## config.mk

```make
export PLATFORM = sky130hd
export DESIGN_NAME = demux_xor_arbiter
export DESIGN_NICKNAME = d
export VERILOG_FILES = /design/src/rtl/demux_xor_arbiter.sv
export SDC_FILE = /design/constraint.sdc
export NUM_CORES = 1
export LEC_CHECK = 0
export BUFFER_PORTS_ARGS = -buffer_cell sky130_fd_sc_hd__buf_2
export CAP_MARGIN = 40
export CORE_ASPECT_RATIO = 1.25
export CORE_UTILIZATION = 42
export CTS_CLUSTER_SIZE = 25
export DETAILED_ROUTE_END_ITERATION = 8
export GPL_TIMING_DRIVEN = 1
export PLACE_DENSITY_LB_ADDON = 0.08
export SETUP_SLACK_MARGIN = 0.4
export SLEW_MARGIN = 40
export SYNTH_ARGS = -nofsm -noshare
export SYNTH_HDL_FRONTEND = slang
export SYNTH_SLANG_ARGS = --single-unit
```

## constraint.sdc

```tcl
create_clock -name clk -period 1.85 [get_ports clk]
set_clock_uncertainty 0.05 [all_clocks]
set_input_delay 0.0925 -clock clk [delete_from_list [all_inputs] [get_ports clk]]
set_output_delay 0.0925 -clock clk [all_outputs]
set_load 0.01 [all_outputs]
```

## src/rtl/demux_xor_arbiter.sv

```systemverilog
// Four-requester round-robin arbiter feeding a single XOR/XNOR unit; the
// completion pulse is demuxed back to the requester that was granted.
module demux_xor_arbiter #(
    parameter int WIDTH = 8
) (
    input  logic                 clk,
    input  logic                 rst_n,
    input  logic [3:0]           req,
    input  logic [4*WIDTH-1:0]   a_in,
    input  logic [4*WIDTH-1:0]   b_in,
    output logic [3:0]           gnt,
    output logic [3:0]           done,
    output logic                 rsp_valid,
    output logic [1:0]           rsp_id,
    output logic [WIDTH-1:0]     xor_o,
    output logic [WIDTH-1:0]     xnor_o,
    output logic                 busy
);
    localparam int NREQ = 4;

    typedef enum logic [1:0] {
        IDLE = 2'b00,
        EXEC = 2'b01,
        DONE = 2'b10
    } state_t;

    typedef struct packed {
        logic [WIDTH-1:0] a;
        logic [WIDTH-1:0] b;
    } opnd_t;

    state_t                state;
    opnd_t [NREQ-1:0]      lane;
    opnd_t                 cap;
    logic [1:0]            ptr;
    logic [1:0]            win_id;
    logic [1:0]            idx;
    logic                  win_vld;

    for (genvar i = 0; i < NREQ; i++) begin : g_lane
        assign lane[i].a = a_in[i*WIDTH +: WIDTH];
        assign lane[i].b = b_in[i*WIDTH +: WIDTH];
    end

    // Rotating search starting at ptr: the only tie-break, so no fixed priority.
    always_comb begin
        win_vld = 1'b0;
        win_id  = 2'd0;
        idx     = 2'd0;
        for (int k = 0; k < NREQ; k++) begin
            idx = ptr + 2'(k);
            if (!win_vld && req[idx]) begin
                win_vld = 1'b1;
                win_id  = idx;
            end
        end
    end

    always_ff @(posedge clk) begin
        if (!rst_n) begin
            state     <= IDLE;
            ptr       <= 2'd0;
            gnt       <= 4'd0;
            done      <= 4'd0;
            rsp_valid <= 1'b0;
            rsp_id    <= 2'd0;
            xor_o     <= '0;
            xnor_o    <= '1;
            cap       <= '0;
        end else begin
            case (state)
                IDLE: begin
                    if (win_vld) begin
                        cap    <= lane[win_id];
                        gnt    <= 4'(1) << win_id;
                        rsp_id <= win_id;
                        state  <= EXEC;
                    end
                end
                EXEC: begin
                    // Result comes only from the captured operands, so late input changes are ignored.
                    xor_o     <= cap.a ^ cap.b;
                    xnor_o    <= ~(cap.a ^ cap.b);
                    gnt       <= 4'd0;
                    done      <= 4'(1) << rsp_id;
                    rsp_valid <= 1'b1;
                    state     <= DONE;
                end
                DONE: begin
                    done      <= 4'd0;
                    rsp_valid <= 1'b0;
                    ptr       <= rsp_id + 2'd1;
                    rsp_id    <= 2'd0;
                    state     <= IDLE;
                end
                default: begin
                    gnt       <= 4'd0;
                    done      <= 4'd0;
                    rsp_valid <= 1'b0;
                    state     <= IDLE;
                end
            endcase
        end
    end

    assign busy = (state != IDLE);

endmodule

```

# Yosys cells after proc, flatten, opt, wreduce, memory -nomap -nowiden
# Index checks and enable logic that the tools add are counted.
[totals]
in_bits = 70
register_bits = 47
[op_classes]
bitwise_logic = 3
eq_ne = 3
n_shift = 2
reduce_logical = 12
n_mux = 26
addsub = 4
n_lt_le_gt_ge = 5
[op_table]
columns = ["operator", "count"]
rows = [
  ["16-bit binary-select mux with 2-bit select", 1],
  ["16-bit two-way mux", 1],
  ["4-bit case mux with 2 select lines", 2],
  ["2-bit by 3-bit less-than comparator with 1-bit output, second input constant", 5],
  ["2-bit two-way mux", 6],
  ["1-bit binary-select mux with 2-bit select", 4],
  ["1-bit two-way mux", 8],
  ["8-bit NOT", 1],
  ["2-bit case mux with 2 select lines", 2],
  ["1-bit by 2-bit << shifter with 4-bit output, first input constant", 2],
  ["8-bit XOR", 1],
  ["2-bit AND reduction", 3],
  ["2-bit by 1-bit adder with 2-bit output, second input constant", 2],
  ["2-bit adder, second input constant", 2],
  ["4-bit two-way mux", 1],
  ["2-bit nonzero test", 2],
  ["1-bit logical AND", 3],
  ["1-bit zero test", 3],
  ["2-bit by 1-bit equality test with 1-bit output, second input constant", 1],
  ["2-bit equality test, second input constant", 1],
  ["2-bit zero test", 1],
  ["2-bit inequality test, second input constant", 1],
  ["1-bit case mux with 2 select lines", 1],
  ["1-bit NOT", 1],
]

# Longest topological paths before layout
# Gate-level depths: netlist of run 1.
[logic_depth]
word_depth = 15
depth_mapped = 7
ltp_nobuf = 5

# Least setup slack after synthesis of run 1
# Ideal clock, no wire load.
[synth_path]
path_kind = "register to register"
start = "register ptr[0]"
end = "register cap[9] (netlist name)"
slack_ns = 0.020
arrival_ns = 1.642
stages_incl_launch_ff = 8
synth_period_minus_slack_ns = 1.830
required_ns = 1.662
setup_time_ns = 0.138
cell_sequence = "dfxtp_1 nor2b_1 or4b_4 and2_4 buf_6 buf_6 mux2i_1 o221ai_1"
[synth_between]
elab_chain_len = 14
word_cells_on_any_way = 28
cone_classes = "add/sub (3); mux (18); reduce/logical (7)"
[synth_rtl]
columns = ["item", "line_no", "text"]
rows = [
  ["start, declared", "35", "logic [1:0] ptr;"],
  ["start signal, assigned", "92", "ptr <= rsp_id + 2'd1;"],
  ["branches (longest 14 deep; another with 2-bit by 1-bit adder with 2-bit output)", "-", ""],
  ["end signal, assigned", "74", "cap <= lane[win_id];"],
  ["end, declared", "34", "opnd_t cap;"],
]
# Several ways; the timed one is not identified. The select of a mux whose other input is x is not followed.
# A chain may end at the register's enable or synchronous reset.

# Worst setup path in the final report of run 1
[layout_path]
start = "register ptr[1]"
end = "register cap[9] (netlist name)"
# The elaborated chain is that of the path after synthesis.

==> metrics.md, run 1 <==
| Metric | Value |
|---|---|
| Fillers | `about 490` |
| Area after DPL | `2810 sq um` |
| Critical path data required time | `1.98 ns` |
| Initial antenna violation count | `0` |
| CORE AREA | `around 5000 sq um` |
| CTS tree | `built` |
| Post-DP HPWL | `between 4000 and 5000 microns` |
| Post-synth EDFFs | `0` |
| CTS Buf Count | `5` |
| Post-synth top area share | `0.424` |
| Hold slack | `approximately 0.033 ns` |
| Register area | `948 sq um` |
| Die Wd | `~67 microns` |
| Core Rows | `29` |
| Final Total Pwr | `approximately 2.6 mW` |
| Number of synthesis warnings | `0` |
| Status | `finished, final reports clean` |
| Area grow syn2layout | `40.6%` |
| Skew-Pair Late Insertion Delay | `approximately 0.31 ns` |
| Final setup fails | `0` |
| N_diodes | `0` |
| Setup CP Type | `flip-flop to flip-flop` |
| Fin crit share | `0.921` |
| # placed instances | `399` |
| Max Clock Freq | `between 500 and 600 MHz` |
| Via count | `between 2000 and 2500` |
| P_leak | `1.51 nW` |
| Max-Cap Viols | `0` |
| Reg2Reg Launch Point | `ptr[1]$_SDFFE_PN0P_` |
| Avg WL per Cell | `about 15 microns` |
| Number of global-route vias before repair | `around 2100` |
| Syn nets | `between 300 and 400` |
| Synth Cell Area | `roughly 2200 sq um` |
| CP endpoint kind | `flip-flop` |
| Largest net degree at the start of global routing | `20` |
| Vias per cell | `between 5 and 6` |
| Max IR drop VDD | `roughly 410 uV` |
| Multi-input gate area | `between 1000 and 1500 sq um` |
| Worst R2R Path Depth | `4` |
| Worst endpoint data arrival time | `around 1.8 ns` |
| RSZ-0062 raised after global routing | `true` |
| Drt pass-1 iters | `4` |
| Finished Layout Cells | `around 430` |
| Layout cell share with drive strength beyond 1 | `0.364` |
| Fin. max-slew vios | `0` |
| Longest Clk Path Bufs | `2` |
| H-tree depth | `2` |
| Max_slew headroom | `0.645` |
| Largest area contributor in the netlist | `dfxtp_1` |
| Largest fanout on the critical path | `12` |
| # IOs | `98` |
| Clk sink count | `47` |
| Final hold vios | `0` |
| Worst hold path class | `input port to flip-flop` |
| Worst setup endpoint | `cap[9]$_SDFFE_PN0P_` |
| CP Launch Type | `flip-flop` |
| PortBufs | `a little under 100` |
| FFs w/ async S/R, synth | `0` |
| Worst-path clk slew | `about 0.090 ns` |
| #FFs+latches synth | `47` |
| GRT Util Overall | `0.243` |
| Syn Inst Count | `roughly 250` |
| R2R Setup Slk | `0.15 ns` |
| Pre-CTS setup slack | `about 0.1 ns` |
| Post-DRT Antenna Nets | `0` |
| DR DRC count | `0` |
| Finished Cell Area | `around 3100 sq um` |
| Worst Max-Slew Pin Slew | `0.533 ns` |
| Final wirelength | `6560 microns` |
| Residual overflow from global routing | `0` |
| Routability Congestion | `approximately 0.86` |
| First-pass GRT wire length | `10300 microns` |
| Initial DRC Count | `roughly 120` |
| Commonest register cell after synthesis | `dfxtp_1` |
| Fin util | `0.614` |
| Yosys cell types | `35` |
| Reg2reg end | `cap[9]$_SDFFE_PN0P_` |
| Synth top area cells | `dfxtp_1, mux2i_1, nor2_1, o221ai_1, o21ai_0` |
| Die H | `approximately 83 microns` |
| Final worst setup slack | `0.146 ns` |
| Register area share after synthesis | `0.424` |
| Die area | `about 5600 sq um` |
| Average instance area after synthesis | `9.02 sq um` |
| Final net count | `436` |
| Minimum clock period | `1.70 ns` |
| Setup Total Neg Slack | `0 ns` |
| Worst Setup SP | `ptr[1]$_SDFFE_PN0P_` |
| CTS root buf | `clkbuf_8` |
| Power density cells | `~830 nW/um^2` |
| Initial Utilization | `0.437` |
[worst max-delay path, cell delays in order (launching register included)]
cell	delay, ns
dfxtp_4	0.39
or4_4	0.58
and2_4	0.23
mux2i_1	0.19
o221ai_1	0.14
[cells in the mapped netlist (2+ instances only)]
master,number
a21boi_0,6
a21o_1,9
a21oi_1,4
a22oi_1,10
and2_1,2
and3_1,6
buf_2,3
buf_6,2
clkbuf_1,8
dfxtp_1,47
ha_1,4
inv_1,5
mux2i_1,21
nand2_1,15
nand2b_1,4
nand3_1,10
nor2_1,29
nor2b_1,5
o211ai_1,7
o21ai_0,16
o21ai_1,2
o221ai_1,10
or4_1,2
xor2_1,8
[state kept, by name, summed over array words and instances, names as in the netlist]
| signal | cells |
|---|---|
| gnt | 4 |
| xor_o | 8 |
| xnor_o | 8 |
| done | 4 |
| rsp_valid | 1 |
| rsp_id | 2 |
| state | 2 |
| ptr | 2 |
| cap | 16 |
[where the power goes]
part	switching [mW]	total (mW)	internal [mW]
combinational	0.317	0.620	0.303
sequential	0.0608	1.17	1.11
clock	0.374	0.781	0.407
[cell families after synthesis]
family	count (synthesis)	synth area share
compound gates	70	0.221
xor+xnor	8	0.0316
fa+ha+maj	4	0.0226
buf+inv	20	0.0423
flops	47	0.424
mux	21	0.0948
simple gates	76	0.164
[layout by cell type, fill, tap and decap left out, drive strengths merged, types with 6 or more instances in the layout]
master	Yosys	routed
buf	6	107
dfxtp	47	47
nor2	29	29
mux2i	21	21
o21ai	18	18
nand2	15	15
nand3	10	10
a22oi	10	10
o221ai	10	10
dlygate4sd3	0	10
a21o	9	9
xor2	8	8
o211ai	7	7
inv	6	7
a21boi	6	6
and3	6	6
and2	3	6
[metal layers]
| metal | up-vias | track usage | routed length (microns) |
|---|---|---|---|
| met5 | - | 0 | 0 |
| met4 | 0 | 0.0928 | 112 |
| met3 | 10 | 0.0467 | 356 |
| met2 | 91 | 0.385 | 3200 |
| met1 | 1081 | 0.317 | 2900 |
| li1 | 1130 | - | - |
[repair_timing]
action                                  CTS  global route
buffers inserted                          2             0
hold buffers                             10             0
gates resized for setup                  15             4
pin swaps                                 5             1
endpoints found under the hold margin    10             0
gates cloned                              6             0
endpoints found under the setup margin   35            22
[cell type report]
class                   count  area share
inverters                   6     0.00722
flip-flops and latches     47       0.304
clock inverters             3      0.0148
well taps                  62      0.0249
repair buffers            117       0.220
multi-input cells         185       0.407
clock buffers               5      0.0221
[worst min-delay path by stage]
stage,start,endpoint,cells after the start
finish,a_in[24],cap[8]$_SDFFE_PN0P_,3
global route,a_in[24],cap[8]$_SDFFE_PN0P_,3
CTS,a_in[24],cap[8]$_SDFFE_PN0P_,3
detailed placement,a_in[1],cap[9]$_SDFFE_PN0P_,3
global placement,a_in[4],cap[12]$_SDFFE_PN0P_,3
floorplan,b_in[0],cap[0]$_SDFFE_PN0P_,2
Power figures use the tool's default switching activity.
==> run 2, diff against run 1 <==
--- a/config.mk
+++ b/config.mk
@@ -8,7 +8,7 @@
 export BUFFER_PORTS_ARGS = -buffer_cell sky130_fd_sc_hd__buf_2
 export CAP_MARGIN = 40
 export CORE_ASPECT_RATIO = 1.25
-export CORE_UTILIZATION = 42
+export CORE_UTILIZATION = 45
 export CTS_CLUSTER_SIZE = 25
 export DETAILED_ROUTE_END_ITERATION = 8
 export GPL_TIMING_DRIVEN = 1
==> constraint.sdc (replaced) <==
create_clock -name clk -period 2.08 [get_ports clk]
set_clock_uncertainty 0.05 [all_clocks]
set_input_delay 0.104 -clock clk [delete_from_list [all_inputs] [get_ports clk]]
set_output_delay 0.104 -clock clk [all_outputs]
set_load 0.01 [all_outputs]
==> run 2 against run 1 <==
Routed wire length decreased by 6.2%. Fmax increased by 3.0%. Clock power grew 0.5%. Global-route usage fell by 0.74 points. Core utilization rose by 3.8 points. Hold slack better by 0.016 ns. Register-to-register slack better by 0.28 ns. Sequential cell count stayed put. Critical path type unchanged. Largest cell class unchanged.
==> metrics.md, run 2 (synthesized netlist as in run 1, its figures left out) <==
| Metric | Value |
|---|---|
| Status | `finished, final reports clean` |
| Worst-path clk slew | `0.08 ns (about the same)` |
| Final net count | `432 (-0.92%)` |
| CTS root buf | `clkbuf_8` |
| Via count | `2213 (-4.3%)` |
| Initial DRC Count | `142 (+20%)` |
| Fin crit share | `0.795 (-0.126)` |
| Register with the most flip-flops | `cap` |
| Hold slack | `0.0492 ns (+0.0161 ns)` |
| GRT Util Overall | `0.235 (-0.00740)` |
| N_diodes | `0 (unchanged)` |
| Crit-path cells | `nor2b_4 -> or4b_4 -> and2_4 -> mux2i_1 -> o221ai_1` |
| Critical path data required time | `2.21 ns (+0.23 ns)` |
| CORE AREA | `4730 sq um (-6.9%)` |
| CP Launch Type | `flip-flop` |
| CTS tree | `built` |
| DR DRC count | `0 (unchanged)` |
| Final wirelength | `6150 microns (-6.2%)` |
| Largest net degree at the start of global routing | `20 (unchanged)` |
| Area grow syn2layout | `39.1%` |
| RSZ-0062 raised after global routing | `true` |
| Skew-Pair Late Insertion Delay | `0.30 ns (about the same)` |
| Core Rows | `28 (-3.4%)` |
| Max reg flops | `16 (unchanged)` |
| P_leak | `1.49 nW (-1.2%)` |
| Vias per cell | `5.28 (-2.9%)` |
| Setup CP Type | `flip-flop to flip-flop` |
| Final setup fails | `0 (unchanged)` |
| Worst endpoint data arrival time | `1.79 ns (-0.05 ns)` |
| # IOs | `98 (unchanged)` |
| Critical Path Max Stage Delay | `0.56 ns (-0.02 ns)` |
| Initial antenna violation count | `0 (unchanged)` |
| Number of global-route vias before repair | `2030 (-4.2%)` |
| CP max stage cell | `or4b_4` |
| Initial Utilization | `0.469 (+0.0323)` |
| Clk sink count | `47 (unchanged)` |
| Fin. max-slew vios | `0 (unchanged)` |
| Comb power frac | `0.223 (-0.018)` |
| Minimum clock period | `1.65 ns (-0.0497 ns)` |
| Most common cell after layout, fill and taps aside | `buf_2` |
| Worst hold path class | `input port to flip-flop` |
| First-pass GRT wire length | `9360 microns (-8.9%)` |
| CP endpoint kind | `flip-flop` |
| Switching power | `0.632 mW (-16%)` |
| Internal | `1.72 mW (-5.5%)` |
| Pre-CTS setup slack | `0.319 ns (+0.218 ns)` |
| Layout cell share with drive strength beyond 1 | `0.354 (-0.00988)` |
| Max_slew headroom | `0.624 (-0.0210)` |
| Setup Total Neg Slack | `0 ns (unchanged)` |
| Residual overflow from global routing | `0 (unchanged)` |
| Die Wd | `64.8 microns (-3.3%)` |
| Net Sw Frac | `0.268 (-0.0236)` |
| CP top delay family | `simple AND/OR/NAND/NOR gates` |
| Longest Clk Path Bufs | `2 (unchanged)` |
| Die area | `5220 sq um (-6.5%)` |
| Clk pwr share | `0.333 (+0.030)` |
| Final hold vios | `0 (unchanged)` |
| Max-Cap Viols | `0 (unchanged)` |
| Top flop regs | `cap (16), xnor_o (8), xor_o (8)` |
| Power density cells | `764 nW/um^2 (-7.5%)` |
| Avg WL per Cell | `14.7 microns (-4.9%)` |
| Post-DP HPWL | `4180 microns (-1.0%)` |
| Die H | `80.5 microns (-3.3%)` |
| Max Clock Freq | `604 MHz (+3.0%)` |
| Crit path buf inv count | `0 (unchanged)` |
| Most frequent cells in the layout | `buf_2, dfxtp_1, nor2_1, mux2i_1, nand2_1` |
| CTS Buf Count | `5 (unchanged)` |
| Largest fanout on the critical path | `5 (-7)` |
| Drt pass-1 iters | `4 (unchanged)` |
| Routability Congestion | `0.810 (-5.9%)` |
| PortBufs | `97 (unchanged)` |
| Flop pwr share | `0.444 (-0.012)` |
| Final worst setup slack | `0.426 ns (+0.280 ns)` |
| Worst Max-Slew Pin Slew | `0.563 ns (+0.0309 ns)` |
| Max IR drop VDD | `321 uV (-21%)` |
| H-tree depth | `2 (unchanged)` |
| Post-DRT Antenna Nets | `0 (unchanged)` |
## run 2: cell count changes in the layout (fill, tap and decap cells not counted), sizes merged
cell,previous run,this run
bufinv,1,2
clkbuf,5,6
buf,107,103
inv,7,6
clkinvlp,1,0
## run 2: per-stage QoR
step                power [mW]  utilization  area [sq um]  std cells
finish                    2.36        0.652          3090        419
CTS                       2.36        0.637          3010        414
global placement          1.54        0.583          2760        394
detailed placement        1.55        0.583          2760        394
floorplan                 1.37            -          2240        246
global route              2.48        0.652          3090        419
## run 2: tightest hold or removal path: cells and delay by family
family	cells	cell delay (ns)
compound gates	1	0.14
buf+inv	1	0.07
mux	1	0.05
## run 2: timing repair
| item | CTS | global route |
|---|---|---|
| hold buffers | 10 | 0 |
| setup buffers | 0 | 1 |
| setup endpoints to repair | 17 | 18 |
| pin swaps | 1 | 4 |
| hold endpoints to repair | 10 | 0 |
| gates cloned | 2 | 4 |
| resized for setup | 3 | 15 |
## run 2: path summary, 6_finish.rpt
path	slack, ns	cells after the start	to	start
worst max-delay path	0.43	5	cap[9]$_SDFFE_PN0P_	ptr[0]$_SDFFE_PN0P_
worst min-delay path	0.05	3	cap[8]$_SDFFE_PN0P_	a_in[24]
worst max register to register	0.43	5	cap[9]$_SDFFE_PN0P_	ptr[0]$_SDFFE_PN0P_
worst min register to register	0.41	1	xnor_o[7]$_SDFFE_PN1P_	xnor_o[7]$_SDFFE_PN1P_
## run 2: layout make-up
class / count / area [sq um]
fill: 422 / 1640
clock inverter: 2 / 60.1
multi-input combinational: 185 / 1280
sequential: 47 / 948
inverter: 6 / 22.5
timing repair buffer: 113 / 631
clock buffer: 6 / 72.6
tap: 60 / 75.1
## run 2: metal layers
| layer | vias to the layer above | wire [microns] | global-route usage |
|---|---|---|---|
| met5 | - | 0 | 0 |
| met4 | 0 | 127 | 0.0911 |
| met3 | 14 | 318 | 0.0497 |
| met2 | 79 | 3030 | 0.395 |
| met1 | 998 | 2670 | 0.290 |
| li1 | 1122 | - | - |
## run 2: power by group through the flow
stage | clock network (mW) | registers (mW) | logic (mW)
floorplan | 0 | 1.08 | 0.284
global placement | 0 | 1.07 | 0.472
detailed placement | 0 | 1.07 | 0.478
CTS | 0.804 | 1.05 | 0.505
global route | 0.844 | 1.06 | 0.579
finish | 0.785 | 1.05 | 0.525
==> run 3, diff against run 2 <==
--- a/config.mk
+++ b/config.mk
@@ -8,7 +8,7 @@
 export BUFFER_PORTS_ARGS = -buffer_cell sky130_fd_sc_hd__buf_2
 export CAP_MARGIN = 40
 export CORE_ASPECT_RATIO = 1.25
-export CORE_UTILIZATION = 45
+export CORE_UTILIZATION = 42
 export CTS_CLUSTER_SIZE = 25
 export DETAILED_ROUTE_END_ITERATION = 8
 export GPL_TIMING_DRIVEN = 1
==> constraint.sdc (replaced) <==
create_clock -name clk -period 1.3 [get_ports clk]
set_clock_uncertainty 0.05 [all_clocks]
set_input_delay 0.065 -clock clk [delete_from_list [all_inputs] [get_ports clk]]
set_output_delay 0.065 -clock clk [all_outputs]
set_load 0.01 [all_outputs]
==> run 3 against run 2 <==
The flow now finishes with violations (setup timing). First-iteration DRC count is 33% lower. Fmax is 6.7% lower. Core utilization is 16 points higher.
==> metrics.md, run 3 (synthesized netlist as in run 1, its figures left out) <==
| Metric | Value |
|---|---|
| Status | `complete, but fails checks` |
| Failing checks | `setup timing` |
| DR DRC count | `0 (unchanged)` |
| Worst R2R Path Depth | `7 (+2)` |
| Initial Utilization | `0.437 (-0.0323)` |
| Most common cell after layout, fill and taps aside | `buf_2` |
| Setup CP Type | `flip-flop to flip-flop` |
| Skew-Pair Late Insertion Delay | `0.31 ns (about the same)` |
| Max Clock Freq | `564 MHz (-6.7%)` |
| CP top delay family | `compound AO/OA/AOI/OAI gates` |
| Crit-path cells | `buf_4 -> buf_4 -> o211ai_1 -> nor2_2 -> buf_4 -> a22oi_1 -> o221ai_1` |
| Post-DRT Antenna Nets | `0 (unchanged)` |
| Top flop regs | `cap (16), xnor_o (8), xor_o (8)` |
| Final net count | `483 (+12%)` |
| Die Wd | `67.0 microns (+3.4%)` |
| CP Launch Type | `flip-flop` |
| Register area | `992 sq um (+4.6%)` |
| First-pass GRT wire length | `11100 microns (+19%)` |
| Largest net degree at the start of global routing | `20 (unchanged)` |
| Minimum clock period | `1.77 ns (+0.118 ns)` |
| Longest Clk Path Bufs | `2 (unchanged)` |
| Fin crit share | `1.36 (+0.568)` |
| Routability Congestion | `0.846 (+4.5%)` |
| GRT Util Overall | `0.260 (+0.0247)` |
| Max-Cap Viols | `0 (unchanged)` |
| Final Total Pwr | `4.08 mW (+73%)` |
| Fin. max-slew vios | `0 (unchanged)` |
| Max_slew headroom | `0.766 (+0.142)` |
| Worst hold path class | `input port to flip-flop` |
| Die H | `83.3 microns (+3.4%)` |
| Avg WL per Cell | `16.2 microns (+10%)` |
| Crit path buf inv count | `3 (+3)` |
| Area grow syn2layout | `86.8%` |
| Worst Max-Slew Pin Slew | `0.349 ns (-0.214 ns)` |
| PortBufs | `97 (unchanged)` |
| Internal | `2.79 mW (+62%)` |
| CTS tree | `built` |
| CP endpoint kind | `flip-flop` |
| Initial antenna violation count | `0 (unchanged)` |
| Multi-input gate area | `1580 sq um (+24%)` |
| RSZ-0062 raised after global routing | `true` |
| Drt pass-1 iters | `4 (unchanged)` |
| Fin util | `0.816 (+0.163)` |
| Residual overflow from global routing | `0 (unchanged)` |
| Flop pwr share | `0.420 (-0.024)` |
| Pre-CTS setup slack | `-0.406 ns (-0.724 ns)` |
| Comb power frac | `0.358 (+0.135)` |
| Initial DRC Count | `95 (-33%)` |
| Worst-path clk slew | `0.09 ns (about the same)` |
| Crit. path cell count | `7 (+2)` |
| Vias per cell | `5.32 (+0.77%)` |
| Final worst setup slack | `-0.472 ns (-0.898 ns)` |
| Largest fanout on the critical path | `5 (unchanged)` |
| Final wirelength | `7650 microns (+24%)` |
| Fillers | `302 (-28%)` |
| Clk sink count | `47 (unchanged)` |
| N_diodes | `0 (unchanged)` |
| Top cell by count, worst path | `buf_4` |
| Post-DP HPWL | `4340 microns (+3.7%)` |
| Via count | `2512 (+14%)` |
| H-tree depth | `2 (unchanged)` |
| Hold path depth | `3 (unchanged)` |
| Layout cell share with drive strength beyond 1 | `0.632 (+0.278)` |
| Clk pwr share | `0.222 (-0.111)` |
| CTS Buf Count | `5 (unchanged)` |
| P_leak | `1.87 nW (+26%)` |
| Switching power | `1.29 mW (+100%)` |
| Worst endpoint data arrival time | `1.89 ns (+0.10 ns)` |
| Die area | `5580 sq um (+6.9%)` |
| Number of global-route vias before repair | `2408 (+19%)` |
| Register with the most flip-flops | `cap` |
| Final setup fails | `30 (+30)` |
| Max reg flops | `16 (unchanged)` |
| Core Rows | `29 (+3.6%)` |
| CTS root buf | `clkbuf_8` |
| Critical Path Max Stage Delay | `0.37 ns (-0.19 ns)` |
| Max IR drop VDD | `571 uV (+78%)` |
| Critical path data required time | `1.42 ns (-0.79 ns)` |
| Net Sw Frac | `0.316 (+0.0480)` |
| Most frequent cells in the layout | `buf_2, buf_6, dfxtp_2, buf_4, nor2_1` |
| Power density cells | `984 nW/um^2 (+29%)` |
| CORE AREA | `5080 sq um (+7.4%)` |
| CP max stage cell | `dfxtp_4` |
| Final hold vios | `0 (unchanged)` |
| # IOs | `98 (unchanged)` |
## run 3: cell types whose count changed in the layout (fill, tap and decap cells not counted), moves of 4 or more
cell and change:
buf_2 -28, o21ai_2 +5, and3_1 -4, nor2_4 +4, nor2_1 -8, buf_6 +54
ha_1 -4, dfxtp_2 +26, nor2_2 +4, and3_4 +4, o21ai_0 -9, dfxtp_1 -29
o21ai_4 +6, buf_4 +20
## run 3: repair_timing
item	CTS	global route
pin swaps	29	19
hold buffers	10	0
gates cloned	6	1
endpoints found under the setup margin	57	75
resized for setup	82	85
hold endpoints to repair	10	0
buffers inserted	16	16
## run 3: through the flow
stage	cells	TNS [ns]	hold WS [ns]	instance area, sq um
global placement	415	-6.93	0.218	2990
global route	472	-8.47	0.00879	4140
floorplan	246	-6.61	0.131	2350
CTS	455	-6.57	0.00794	3650
detailed placement	415	-7.34	0.224	2990
finish	472	-7.26	0.00483	4140
## run 3: area by class of cell
cell class              count  share of cell area
multi-input cells         184               0.382
repair buffers            165               0.332
flip-flops and latches     47               0.239
well taps                  62              0.0187
clock buffers               5              0.0166
inverters                   6             0.00604
clock inverters             3             0.00483
## run 3: path summary, 6_finish.rpt
path / slack (ns) / endpoint / from
min: 0.005 / cap[4]$_SDFFE_PN0P_ / b_in[28]
max: -0.47 / cap[10]$_SDFFE_PN0P_ / ptr[0]$_SDFFE_PN0P_
max reg2reg: -0.47 / cap[10]$_SDFFE_PN0P_ / ptr[0]$_SDFFE_PN0P_
min reg2reg: 0.41 / xnor_o[5]$_SDFFE_PN1P_ / xnor_o[5]$_SDFFE_PN1P_
## run 3: power by group through the flow
| stage | clock (mW) | sequential (mW) | combinational [mW] |
|---|---|---|---|
| 6_report | 0.905 | 1.71 | 1.46 |
| 5_1_grt | 0.981 | 1.73 | 1.56 |
| 4_1_cts | 0.919 | 1.68 | 1.15 |
| 3_5_place_dp | 0 | 1.71 | 0.862 |
| 3_3_place_gp | 0 | 1.71 | 0.853 |
| 2_1_floorplan | 0 | 1.74 | 0.512 |
## run 3: metal layers
metal  vias up  GRT usage  share of wire
met4         0     0.0890          0.035
met5         -          0              0
met1      1167      0.302           0.40
met3        18     0.0398          0.044
li1       1227          -              -
met2       100      0.464           0.52
## run 3: worst reg2reg max path, cell delays in order, from the launching register on
cell and delay, ns:
dfxtp_4 0.37, buf_4 0.13, buf_4 0.14, o211ai_1 0.29, nor2_2 0.10, buf_4 0.17
a22oi_1 0.21, o221ai_1 0.19
